==> src/rtl/fusion_unit_ctrl.sv <==
// Fusion unit sequencer: latches a job descriptor, issues lane-sized operand
// fetches, times accumulator enables through a fixed pipeline delay and hands
// the finished dot product off with valid/ready.
// Optional feature macro: FUSION_CTRL_PERF_EN adds the perf_cycles busy-cycle counter.
module fusion_unit_ctrl #(
  parameter int unsigned LEN_W      = 16,
  parameter int unsigned PIPE_DEPTH = 2
) (
  input  logic             clk,
  input  logic             rst_n,
  input  logic             cfg_valid,
  output logic             cfg_ready,
  input  logic [3:0]       cfg_in_width,
  input  logic [3:0]       cfg_weight_width,
  input  logic [LEN_W-1:0] cfg_len,
  output logic             cfg_err,
  output logic [3:0]       in_width_q,
  output logic [3:0]       weight_width_q,
  output logic             op_req_valid,
  input  logic             op_req_ready,
  output logic [LEN_W-1:0] op_req_idx,
  output logic [4:0]       op_req_lanes,
  output logic             acc_clr,
  output logic             acc_en,
  output logic             out_valid,
  input  logic             out_ready,
`ifdef FUSION_CTRL_PERF_EN
  output logic [31:0]      perf_cycles,
`endif
  output logic             busy
);

  localparam int unsigned CNT_W = LEN_W + 1;
  localparam logic [PIPE_DEPTH-1:0] ACC_BIT = PIPE_DEPTH'(1) << (PIPE_DEPTH - 1);

  typedef enum logic [2:0] {
    ST_IDLE,
    ST_CLR,
    ST_RUN,
    ST_DRAIN,
    ST_DONE
  } state_t;

  state_t            state_q, state_nxt;
  logic [LEN_W-1:0]  len_q, len_nxt;
  logic [4:0]        lanes_q, lanes_nxt;
  logic [CNT_W-1:0]  issued_q, issued_nxt;
  logic [PIPE_DEPTH-1:0] dly_q, dly_nxt;
  logic [3:0]        in_width_nxt, weight_width_nxt;

  logic              cfg_ready_d, cfg_err_d, op_req_valid_d, acc_clr_d, out_valid_d, busy_d;
  logic [LEN_W-1:0]  op_req_idx_d;
  logic [4:0]        op_req_lanes_d;

  logic              cfg_legal_c, cfg_accept_c, cfg_reject_c;
  logic              req_fire_c, out_fire_c;
  logic [CNT_W-1:0]  issued_sum_c, remaining_c;
  logic [2:0]        shift_c;

  // One-hot test for a precision code.
  function automatic logic is_onehot(input logic [3:0] w);
    return (w != 4'd0) && ((w & (w - 4'd1)) == 4'd0);
  endfunction

  // log2 of bitbricks needed per operand: 1b/2b -> 1, 4b -> 2, 8b -> 4.
  function automatic logic [2:0] brick_log2(input logic [3:0] w);
    if (w[3])      return 3'd2;
    else if (w[2]) return 3'd1;
    else           return 3'd0;
  endfunction

  // Descriptor decode and handshake fires.
  always_comb begin
    cfg_legal_c  = is_onehot(cfg_in_width) && is_onehot(cfg_weight_width);
    cfg_accept_c = (state_q == ST_IDLE) && cfg_valid && cfg_legal_c;
    cfg_reject_c = (state_q == ST_IDLE) && cfg_valid && !cfg_legal_c;
    req_fire_c   = op_req_valid && op_req_ready;
    out_fire_c   = out_valid && out_ready;
    issued_sum_c = issued_q + CNT_W'(op_req_lanes);
    shift_c      = brick_log2(cfg_in_width) + brick_log2(cfg_weight_width);
  end

  // Next-state, job registers and registered-output next values.
  always_comb begin
    state_nxt        = state_q;
    len_nxt          = len_q;
    lanes_nxt        = lanes_q;
    issued_nxt       = issued_q;
    in_width_nxt     = in_width_q;
    weight_width_nxt = weight_width_q;
    dly_nxt          = (dly_q << 1) | PIPE_DEPTH'(req_fire_c);
    remaining_c      = '0;
    cfg_ready_d      = 1'b0;
    cfg_err_d        = cfg_reject_c;
    op_req_valid_d   = 1'b0;
    op_req_idx_d     = '0;
    op_req_lanes_d   = '0;
    acc_clr_d        = 1'b0;
    out_valid_d      = 1'b0;
    busy_d           = 1'b0;

    unique case (state_q)
      ST_IDLE: begin
        if (cfg_accept_c) begin
          state_nxt        = ST_CLR;
          len_nxt          = cfg_len;
          lanes_nxt        = 5'(5'd16 >> shift_c);
          issued_nxt       = '0;
          in_width_nxt     = cfg_in_width;
          weight_width_nxt = cfg_weight_width;
        end
      end
      ST_CLR: begin
        state_nxt = (len_q != '0) ? ST_RUN : ST_DONE;
      end
      ST_RUN: begin
        if (req_fire_c) begin
          issued_nxt = issued_sum_c;
          if (issued_sum_c >= {1'b0, len_q}) state_nxt = ST_DRAIN;
        end
      end
      ST_DRAIN: begin
        // Only the product landing this cycle may remain in flight.
        if ((dly_q & ~ACC_BIT) == '0) state_nxt = ST_DONE;
      end
      ST_DONE: begin
        if (out_fire_c) state_nxt = ST_IDLE;
      end
      default: state_nxt = ST_IDLE;
    endcase

    cfg_ready_d    = (state_nxt == ST_IDLE);
    busy_d         = (state_nxt != ST_IDLE);
    acc_clr_d      = (state_nxt == ST_CLR);
    out_valid_d    = (state_nxt == ST_DONE);
    op_req_valid_d = (state_nxt == ST_RUN);
    if (state_nxt == ST_RUN) begin
      remaining_c    = {1'b0, len_nxt} - issued_nxt;
      op_req_idx_d   = issued_nxt[LEN_W-1:0];
      op_req_lanes_d = (remaining_c < CNT_W'(lanes_nxt)) ? 5'(remaining_c) : lanes_nxt;
    end
  end

  // State, job context and registered outputs.
  always_ff @(posedge clk) begin
    if (!rst_n) begin
      state_q        <= ST_IDLE;
      len_q          <= '0;
      lanes_q        <= '0;
      issued_q       <= '0;
      dly_q          <= '0;
      in_width_q     <= '0;
      weight_width_q <= '0;
      cfg_ready      <= 1'b1;
      cfg_err        <= 1'b0;
      op_req_valid   <= 1'b0;
      op_req_idx     <= '0;
      op_req_lanes   <= '0;
      acc_clr        <= 1'b0;
      out_valid      <= 1'b0;
      busy           <= 1'b0;
    end else begin
      state_q        <= state_nxt;
      len_q          <= len_nxt;
      lanes_q        <= lanes_nxt;
      issued_q       <= issued_nxt;
      dly_q          <= dly_nxt;
      in_width_q     <= in_width_nxt;
      weight_width_q <= weight_width_nxt;
      cfg_ready      <= cfg_ready_d;
      cfg_err        <= cfg_err_d;
      op_req_valid   <= op_req_valid_d;
      op_req_idx     <= op_req_idx_d;
      op_req_lanes   <= op_req_lanes_d;
      acc_clr        <= acc_clr_d;
      out_valid      <= out_valid_d;
      busy           <= busy_d;
    end
  end

  // Product arrival at the accumulator: request fire delayed PIPE_DEPTH cycles.
  assign acc_en = dly_q[PIPE_DEPTH-1];

`ifdef FUSION_CTRL_PERF_EN
  // Active-cycle counter for CLR/RUN/DRAIN, saturating.
  always_ff @(posedge clk) begin
    if (!rst_n) begin
      perf_cycles <= '0;
    end else if (cfg_accept_c) begin
      perf_cycles <= '0;
    end else if (((state_q == ST_CLR) || (state_q == ST_RUN) || (state_q == ST_DRAIN)) &&
                 (perf_cycles != 32'hFFFF_FFFF)) begin
      perf_cycles <= perf_cycles + 32'd1;
    end
  end
`endif

endmodule
==> config.mk <==
export PLATFORM = sky130hd
export DESIGN_NAME = fusion_unit_ctrl
export DESIGN_NICKNAME = d
export VERILOG_FILES = /design/src/rtl/fusion_unit_ctrl.sv
export SDC_FILE = /design/constraint.sdc
export NUM_CORES = 1
export LEC_CHECK = 0
export BUFFER_PORTS_ARGS = -buffer_cell sky130_fd_sc_hd__buf_2
export CAP_MARGIN = 20
export CORE_ASPECT_RATIO = 0.6
export CORE_MARGIN = 4
export CORE_UTILIZATION = 55
export DETAILED_ROUTE_END_ITERATION = 8
export GPL_TIMING_DRIVEN = 0
export PLACE_DENSITY_LB_ADDON = 0.05
export SLEW_MARGIN = 15
export SYNTH_ARGS = -nofsm -noshare
export SYNTH_HDL_FRONTEND = slang
export SYNTH_SLANG_ARGS = --single-unit
==> constraint.sdc <==
create_clock -name clk -period 8.3 [get_ports clk]
set_clock_uncertainty 0.15 [all_clocks]
set_input_delay 0.83 -clock clk [delete_from_list [all_inputs] [get_ports clk]]
set_output_delay 0.83 -clock clk [all_outputs]
set_load 0.03 [all_outputs]
==> qor.txt, run 1 <==
Core area = 8070 µm²
Maxcap violations = 0
H-tree Lvls = 3
Postcts setup bufs = 0
CTS resizes = 0
DR pass1 iterations = 5
Multi-input gate area = 2870 µm²
Post-DRT Antenna Nets = 0
Placed Area = 5120 µm²
TritonCTS clock tree = yes
Top-area cell type share of the netlist area = 33.5%
Fin util = 66.8%
Crit start category = input port
Worst hold slack = 0.346 ns
IO buf count = 64
Via count = 4286
DIE HEIGHT = 79.3 µm
Die width = 127 µm
F_max = 165 MHz
Top delay family on crit path = compound AO/OA/AOI/OAI gates
LEAKAGE = 2.37 nW
CTS root buf = clkbuf_16
Slowest stage delay, CP = 0.53 ns
Worst Path Buf+Inv = 3
Setup_tns = 0 ns
Initial DRC Count = 388
Tmin final = 6.06 ns
Hpwl dp = 10400 µm
Largest net degree at the start of global routing = 13
Clock Latency Late Sink = 0.34 ns
Max clock buf depth = 2
Io pins = 65
Hold path cells = 2
Layout cell share with drive strength beyond 1 = 15.3%
Ratio of total power to cell area = 160 nW/µm²
Synth Register Bits = 78
Mapped Area = 4660 µm²
N_diodes = 0
Peak supply drop = 114 µV
Synth Warn # = 0
Clk slew on worst S/H paths = 0.06 ns
Slew Limit Fails = 0
Die Area = 10100 µm²
First-pass GRT wire length = 20800 µm
RSZ-0062 raised after global routing = no
Worst Path Max Fanout = 10
Final setup fails = 0
Avg Vias per Cell = 5.82
Global-route usage over all layers = 26.5%
Seq/Total Area, Yosys = 33.5%
Storage cell area = 1560 µm²
WP data required = 8.37 ns
RePlAce Congestion = 0.975
Crit path DAT = 6.13 ns
EDFF count, synth = 0
Worst reg-to-reg path cell count = 18
Max-slew headroom = 49.5%
Syn nets = 623
Fillers = 692
Hold Path Class = reg2reg
Clock Sinks = 78
Largest cells by area after synthesis = dfxtp_1 (33%), ha_1 (11%), nor2_1 (5.0%)
Post-DR wirelength/cell = 17.9 µm
Initial Utilization = 57.8%
Wirelength, routed = 13200 µm
Biggest area consumer among synthesized cells = dfxtp_1
Crit. path cell count = 20
Pwr Total = 0.861 mW
DRC Markers = 0
Cell count after synthesis = 549
Top_reg_cell synth = dfxtp_1
Vias in the first global route = 3996
Critical path class = in2reg
Post-synth cell types = 58
# rows = 25
Antenna violations before repair = 0
Slowest stage cell, crit path = or4b_4
Average size of a mapped cell = 8.49 µm²
Syn-to-layout area delta = 15.7%
Design area = 5390 µm²
Setup crit end kind = flip-flop
Hold Vio Cnt, Final = 0
Outcome = finished clean
GR Overflow Total = 0
Final nets = 698
Final period utilization = 73.0%
Hold_buf cts = 0
Crit path cell chain = buf_2, or4b_4, o31ai_4, nand3_4, o21ai_0, nand2_1, clkbuf_1, a22oi_1, inv_1, fa_1, nor2b_1, o31ai_1, a21boi_0, ha_1, nor3_1, a21bo_2, a211oi_1, o2111ai_1, nor4_4, mux2_4
Num CTS Buffers = 9
Async SR Flop Fraction = 0%
Worst Tran Pin Value = 0.749 ns
[cells in the mapped netlist, types with 3 or more instances]
cell type,instances
o21a_1,9
nor3b_1,3
o31ai_1,3
xor2_1,5
clkbuf_1,12
nand2b_1,12
nand3_1,9
nand4_1,6
a31o_2,4
mux2i_1,19
xnor2_1,15
nor2b_1,10
o211ai_1,3
a21oi_1,22
nor3_1,13
a21o_1,4
fa_1,3
inv_1,46
and2_1,22
nand2_1,32
or3_1,7
o22ai_1,3
o21ai_0,33
o21bai_1,5
a22oi_1,10
nor4_1,4
dfxtp_1,78
and3_1,7
ha_1,42
a31oi_1,6
nor2_1,62
a211oi_1,3
[sequential cells by signal, indices dropped and copies added, names as in the netlist]
name / flops
lanes_q: 5
dly_q: 2
weight_width_q: 4
acc_clr: 1
state_q: 3
op_req_valid: 1
cfg_ready: 1
cfg_err: 1
issued_q: 17
len_q: 16
busy: 1
out_valid: 1
op_req_lanes: 5
in_width_q: 4
op_req_idx: 16
[metrics by stage]
step / setup WS, ns / std cells
finish: 2.24 / 736
global route: 1.96 / 736
CTS: 2.25 / 736
detailed placement: 1.88 / 721
global placement: 1.97 / 721
floorplan: 2.96 / 549
[cells in the final DEF, fill, tap and decap left out, types with 4 or more instances in the layout]
cell and count:
nor3_1 13, nor2_1 62, nand2b_1 12, o21a_1 9, a21oi_1 22, nor2b_1 10
xnor2_1 15, and3_1 7, buf_2 66, nand2_1 32, nand4_1 6, or3_1 7
xor2_1 5, clkbuf_1 13, nor4_1 4, a21o_1 4, and2_1 22, nand3_1 9
a22oi_1 10, a31oi_1 6, a31o_2 4, clkbuf_16 9, ha_1 42, o21ai_0 33
dfxtp_1 78, inv_1 46, mux2i_1 19, o21bai_1 5
[where the power goes]
group,leakage (nW),switching (mW),internal (mW)
registers,0.629,0.00173,0.378
clock network,0.131,0.150,0.217
logic,1.61,0.0677,0.0470
total,2.37,0.220,0.641
[worst paths after layout]
| check | start | to | slack [ns] |
|---|---|---|---|
| setup / recovery | cfg_weight_width[2] | op_req_lanes[1]$_SDFF_PN0_ | 2.24 |
| hold / removal | weight_width_q[0]$_SDFFE_PN0P_ | weight_width_q[0]$_SDFFE_PN0P_ | 0.35 |
| setup reg to reg | state_q[1]$_SDFF_PN0_ | op_req_lanes[1]$_SDFF_PN0_ | 2.66 |
| hold reg to reg | weight_width_q[0]$_SDFFE_PN0P_ | weight_width_q[0]$_SDFFE_PN0P_ | 0.35 |
[metal layers]
layer | vias to the layer above | global-route usage (%) | share of wire [%]
li1 | 2079 | - | -
met1 | 2024 | 38.6 | 48
met2 | 160 | 40.1 | 42
met3 | 23 | 5.17 | 8.1
met4 | 0 | 6.64 | 1.5
met5 | - | 0 | 0
[logic make-up (layout without fill, tap and decap cells)]
| family | after synthesis | count (layout) | share of synthesized area (%) |
|---|---|---|---|
| compound gates | 126 | 126 | 18.1 |
| xor+xnor | 20 | 20 | 3.76 |
| fa+ha+maj | 45 | 45 | 12.6 |
| buf+inv | 62 | 141 | 5.05 |
| flops | 78 | 78 | 33.5 |
| mux | 22 | 22 | 4.97 |
| simple gates | 196 | 196 | 22.0 |
[layout make-up]
type                            count  area share (%)
Buffer                             16            1.16
Clock buffer                       12            4.76
Clock inverter                      3           0.371
Inverter                           46            3.20
Multi-Input combinational cell    409            53.1
Sequential cell                    78            28.9
Tap cell                          108            2.51
Timing Repair Buffer               64            5.94
[worst register-to-register path, cell delays in order, from the launching register on]
cell and delay [ns]:
dfxtp_1 0.37, nor4b_1 0.38, inv_1 0.23, o21ai_0 0.48, nand2_1 0.22, clkbuf_1 0.31, a22oi_1 0.42, inv_1 0.13
fa_1 0.48, nor2b_1 0.17, o31ai_1 0.13, a21boi_0 0.18, ha_1 0.23, nor3_1 0.17, a21bo_2 0.24, a211oi_1 0.18
o2111ai_1 0.20, nor4_4 0.50, mux2_4 0.34
Note: power is estimated with default switching activity, not from simulation.
==> inputs of run 2 (changes only) <==
Clock period 8.3 ns to 5.67 ns, I/O delays scaled along.
==> run 2 against run 1 <==
  * Largest power group unchanged
  * Count of clock-buffer cells in the layout unchanged
  * Worst hold slack barely moved
  * Non-clock buffer count increased by 3
==> qor.txt, run 2 (synthesized netlist as in run 1, its figures left out) <==
Outcome = finished clean
RePlAce Congestion = 0.975 (unchanged)
DP Worst Slack = -0.483 ns (-2.37 ns)
WP data required = 5.74 ns (-2.63 ns)
Clock Latency Late Sink = 0.34 ns (about the same)
Vias in the first global route = 3996 (unchanged)
Largest register FFs = 17 (unchanged)
Crit path cell chain = buf_2, or4b_4, o31ai_4, nand3_4, o21ai_1, nand2_1, clkbuf_1, nand2_1, o21ai_0, ha_1, fa_1, nor2b_1, o31ai_1, a21boi_0, ha_1, nor3_1, a21bo_2, a211oi_1, o2111ai_1, nor4_4, buf_4, mux2_4
Hold_buf cts = 0 (unchanged)
Setup crit end kind = flip-flop
Peak supply drop = 167 µV (+47%)
GR Overflow Total = 0 (unchanged)
N_diodes = 0 (unchanged)
Crit path DAT = 5.54 ns (-0.59 ns)
Post-DR wirelength/cell = 17.9 µm (-0.13%)
Max clock buf depth = 2 (unchanged)
Worst hold slack = 0.347 ns (+0.000257 ns)
Post-DRT Antenna Nets = 0 (unchanged)
Hpwl dp = 10400 µm (unchanged)
Initial Utilization = 57.8% (unchanged)
Syn-to-layout area delta = 16.4%
Slew Limit Fails = 0 (unchanged)
Max-slew headroom = 47.9% (-1.6 points)
Antenna violations before repair = 0 (unchanged)
Avg Vias per Cell = 5.85 (+0.50%)
F_max = 183 MHz
Slowest stage delay, CP = 0.53 ns (about the same)
Num CTS Buffers = 9 (unchanged)
Commonest non-fill, non-tap cells in the layout = dfxtp_1 (78), buf_2 (65), nor2_1 (62), inv_1 (46), ha_1 (42)
Layout cell share with drive strength beyond 1 = 16.0% (+0.72 points)
Final nets = 701 (+0.43%)
DIE HEIGHT = 79.3 µm (unchanged)
Critical path class = in2reg
Pwr Total = 1.26 mW (+47%)
RSZ-0062 raised after global routing = no
Maxcap violations = 0 (unchanged)
Wirelength, routed = 13200 µm (+0.27%)
Worst Tran Pin Value = 0.773 ns (+0.0240 ns)
Design area = 5430 µm² (+0.63%)
Die width = 127 µm (unchanged)
Via count = 4325 (+0.91%)
Tmin final = 5.46 ns
First-pass GRT wire length = 20800 µm (unchanged)
Placed Area = 5120 µm² (unchanged)
Clk slew on worst S/H paths = 0.06 ns (about the same)
Global-route usage over all layers = 26.5% (unchanged)
# rows = 25 (unchanged)
Initial DRC Count = 375 (-3.4%)
Die Area = 10100 µm² (unchanged)
H-tree Lvls = 3 (unchanged)
Io pins = 65 (unchanged)
Final period utilization = 96.3%
IO buf count = 64 (unchanged)
Final setup fails = 0 (unchanged)
Clock Sinks = 78 (unchanged)
TritonCTS clock tree = yes
DR pass1 iterations = 5 (unchanged)
CTS root buf = clkbuf_16
Ratio of total power to cell area = 233 nW/µm² (+46%)
Largest net degree at the start of global routing = 13 (unchanged)
Largest registers = issued_q: 17 flops, len_q: 16 flops, op_req_idx: 16 flops
Reg with most FFs = issued_q
Hold Path Class = reg2reg
Core area = 8070 µm² (unchanged)
DRC Markers = 0 (unchanged)
Commonest non-fill, non-tap cell in the layout = dfxtp_1
Hold Vio Cnt, Final = 0 (unchanged)
Crit start category = input port
LEAKAGE = 2.39 nW (+0.70%)
Worst setup margin = 0.209 ns (-2.04 ns)
Slowest stage cell, crit path = or4b_4
Worst Path Max Fanout = 10 (unchanged)
==> run 2: cell type report <==
cell class | count | area (µm²)
Inverter | 46 | 173
Clock inverter | 3 | 20.0
Clock buffer | 12 | 256
Multi-Input combinational cell | 409 | 2870
Buffer | 16 | 65.1
Tap cell | 108 | 135
Fill cell | 685 | 2640
Sequential cell | 78 | 1560
Timing Repair Buffer | 67 | 343
==> run 2: path summary, 6_finish.rpt <==
kind                                                     start                              to  slack, ns  cells past startpoint
worst max-delay path                       cfg_weight_width[2]      op_req_lanes[1]$_SDFF_PN0_       0.21                     22
worst max register to register           state_q[1]$_SDFF_PN0_      op_req_lanes[1]$_SDFF_PN0_       0.37                     20
worst min register to register  weight_width_q[0]$_SDFFE_PN0P_  weight_width_q[0]$_SDFFE_PN0P_       0.35                      2
worst min-delay path            weight_width_q[0]$_SDFFE_PN0P_  weight_width_q[0]$_SDFFE_PN0P_       0.35                      2
==> run 2: timing repair <==
action	CTS	global route
setup buffers	0	3
endpoints found under the setup margin	2	8
hold endpoints to repair	0	0
resized for setup	1	4
pin swaps	0	1
==> run 2: metrics by stage <==
step / setup TNS, ns / utilization, % / std cells
floorplan: 0 / - / 549
global placement: -1.39 / 63.4 / 721
detailed placement: -1.86 / 63.4 / 721
CTS: 0 / 66.8 / 736
global route: 0 / 67.3 / 739
finish: 0 / 67.3 / 739
==> run 2: where the power goes <==
| group | internal (mW) | switching, mW | total, mW |
|---|---|---|---|
| sequential | 0.553 | 0.00254 | 0.556 |
| clock | 0.317 | 0.222 | 0.539 |
| combinational | 0.0706 | 0.0994 | 0.170 |
| total | 0.941 | 0.324 | 1.26 |
==> run 2: per-layer routing <==
metal / track usage (%) / vias up / routed length (µm) / part of all wire, %
met1: 38.6 / 2039 / 6300 / 48
met4: 6.64 / 0 / 216 / 1.6
met5: 0 / - / 0 / 0
met2: 40.1 / 174 / 5570 / 42
met3: 5.17 / 25 / 1120 / 8.5
li1: - / 2087 / - / -
==> run 2: critical path, delay by kind of cell <==
kind                     cells  cell delay [ns]
AND/OR/NAND/NOR              7             1.58
AO/OA/AOI/OAI                8             1.52
adder cells (fa/ha/maj)      3             0.91
buffers and inverters        3             0.64
multiplexers                 1             0.30
==> inputs of run 3 (changes only) <==
Settings changed: CORE_MARGIN 4 to 2, TNS_END_PERCENT set to 10.
==> run 3 against run 2 <==
  * Register-to-register slack improved by 0.11 ns
  * Sequential cell count is the same
  * Count of clock-buffer cells in the layout is 2 lower
  * First-iteration DRC count rose by 18%
  * Via count is 0.39% lower
  * Wire length down 1.8%
  * Critical path depth stayed put
  * Non-clock buffer count shrank 2
  * Setup slack improved by 0.094 ns
  * Global-route usage up 3.0 points
  * Final area grew 1.1%
  * Total power rose by 9.4%
  * Critical path type unchanged
  * Largest power group is now clock
  * Highest routed layer unchanged
==> qor.txt, run 3 (synthesized netlist as in run 1, its figures left out) <==
Global-route track usage on met1 = 42.9% (+4.3 points)
Placed Area = 5120 µm² (unchanged)
Core area = 8040 µm² (-0.39%)
Io pins = 65 (unchanged)
Avg Vias per Cell = 5.84 (-0.26%)
Critical Path End = op_req_lanes[1]$_SDFF_PN0_
Hold Crit Start = dly_q[0]$_SDFF_PN0_
Critical path class = in2reg
Routing usage on met3 = 6.36% (+1.2 points)
DRC Markers = 0 (unchanged)
M2 GR Usage = 44.3% (+4.2 points)
Antenna violations before repair = 0 (unchanged)
GR Overflow Total = 0 (unchanged)
Critical Path Source = cfg_weight_width[2]
Final nets = 699 (-0.29%)
Commonest non-fill, non-tap cells in the layout = dfxtp_1 (78), buf_2 (65), nor2_1 (62), inv_1 (46), ha_1 (42)
Tmin final = 5.37 ns (-0.0942 ns)
Initial DRC Count = 441 (+18%)
Hold Path Class = reg2reg
Slowest stage cell, crit path = or4b_4
DR pass1 iterations = 5 (unchanged)
Post-DR wirelength/cell = 17.6 µm (-1.7%)
Crit path DAT = 5.45 ns (-0.09 ns)
TritonCTS clock tree = yes
Max-slew headroom = 54.8% (+6.8 points)
DIE HEIGHT = 75.3 µm (-5.0%)
Peak supply drop = 155 µV (-7.2%)
Final period utilization = 94.7% (-1.7 points)
Ratio of total power to cell area = 252 nW/µm² (+8.2%)
Slew Limit Fails = 0 (unchanged)
First-pass GRT wire length = 20200 µm (-2.9%)
RePlAce Congestion = 0.901 (-7.6%)
Clock Latency Late Sink = 0.34 ns (about the same)
Clk slew on worst S/H paths = 0.06 ns (about the same)
Via count = 4308 (-0.39%)
Design area = 5490 µm² (+1.1%)
Crit. path cell count = 22 (unchanged)
Worst reg-to-reg path cell count = 20 (unchanged)
Worst Path Buf+Inv = 3 (unchanged)
N_diodes = 0 (unchanged)
Max clock buf depth = 2 (unchanged)
Largest register FFs = 17 (unchanged)
GRT busiest layer = met2
Setup crit end kind = flip-flop
Final setup fails = 0 (unchanged)
Crit start category = input port
Maxcap violations = 0 (unchanged)
Post-DRT Antenna Nets = 0 (unchanged)
Worst Tran Pin Value = 0.671 ns (-0.101 ns)
LEAKAGE = 2.42 nW (+1.4%)
WP data required = 5.75 ns (about the same)
H-tree Lvls = 3 (unchanged)
Largest registers = issued_q: 17 flops, len_q: 16 flops, op_req_idx: 16 flops
Num CTS Buffers = 9 (unchanged)
IO buf count = 64 (unchanged)
Setup_tns = 0 ns (unchanged)
Worst Path Max Fanout = 10 (unchanged)
F_max = 186 MHz (+1.8%)
Pwr Total = 1.38 mW (+9.4%)
Top delay family on crit path = compound AO/OA/AOI/OAI gates
Initial Utilization = 58.0% (+0.22 points)
Outcome = finished clean
Hold Vio Cnt, Final = 0 (unchanged)
R2R setup slack = 0.48 ns (+0.11 ns)
Slowest stage delay, CP = 0.54 ns (about the same)
# rows = 25 (unchanged)
Worst reg2reg startpoint = state_q[1]$_SDFF_PN0_
Wirelength, routed = 13000 µm (-1.8%)
Layout cell share with drive strength beyond 1 = 16.3% (+0.34 points)
Global-route usage over all layers = 29.5% (+3.0 points)
Reg with most FFs = issued_q
RSZ-0062 raised after global routing = no
Commonest non-fill, non-tap cell in the layout = dfxtp_1
Syn-to-layout area delta = 17.7%
Reg2Reg Capture Point = op_req_lanes[1]$_SDFF_PN0_
Die Area = 9250 µm² (-8.0%)
Die width = 123 µm (-3.2%)
Largest net degree at the start of global routing = 14 (+1)
CTS root buf = clkbuf_16
Vias in the first global route = 3898 (-2.5%)
Hpwl dp = 10100 µm (-2.2%)
Clock Sinks = 78 (unchanged)
Hold_buf cts = 0 (unchanged)
Crit path cell chain = buf_2, or4b_4, o31ai_4, nand3_4, o21ai_2, nand2_1, clkbuf_1, nand2_1, o21ai_0, ha_1, fa_1, nor2b_1, o31ai_1, a21boi_0, ha_1, nor3_1, a21bo_2, a211oi_1, o2111ai_1, nor4_4, buf_4, mux2_4
[run 3: changes by cell type in the layout (fill, tap and decap cells not counted)]
cell,change
bufinv_16,+3
clkbuf_8,-2
clkinvlp_4,-2
buf_1,-1
buf_4,-1
clkinv_2,+1
inv_6,+1
nor4b_1,-1
nor4b_2,+1
o21ai_1,-1
o21ai_2,+1
[run 3: per-stage QoR]
stage	worst slack [ns]	hold slack, ns	util [%]	std cells
global route	0.0947	0.374	68.3	738
finish	0.303	0.346	68.3	738
detailed placement	-0.523	0.328	63.7	721
CTS	0.0302	0.344	67.9	737
global placement	-0.423	0.318	63.7	721
floorplan	0.593	0.294	-	549
[run 3: worst min-delay path by stage]
| stage | to | cells past startpoint |
|---|---|---|
| 2_1_floorplan | dly_q[1]$_SDFF_PN0_ | 1 |
| 3_3_place_gp | in_width_q[1]$_SDFFE_PN0P_ | 2 |
| 3_5_place_dp | in_width_q[1]$_SDFFE_PN0P_ | 2 |
| 4_1_cts | in_width_q[1]$_SDFFE_PN0P_ | 2 |
| 5_1_grt | dly_q[1]$_SDFF_PN0_ | 1 |
| 6_report | dly_q[1]$_SDFF_PN0_ | 1 |
[run 3: layout make-up]
class / instances / area, µm²
plain buffers: 15 / 61.3
fillers: 670 / 2550
multi-input cells: 409 / 2880
well taps: 108 / 135
repair buffers: 66 / 335
inverters: 46 / 173
clock inverters: 6 / 109
flip-flops and latches: 78 / 1560
clock buffers: 10 / 229
[run 3: metal layers]
metal  up-vias  part of all wire (%)
li1       2089                     -
met1      2032                    48
met2       167                    41
met3        20                   8.5
met4         0                   1.5
met5         -                     0
[run 3: where the power goes]
group	switching, mW	total, mW	internal (mW)
sequential	0.00281	0.556	0.553
clock	0.228	0.658	0.430
combinational	0.0984	0.169	0.0701
[run 3: timing repair]
action / 4_1_cts / 5_1_grt
setup buffers: 0 / 2
gates resized for setup: 2 / 4
pin swaps: 0 / 1
endpoints found under the setup margin: 5 / 5
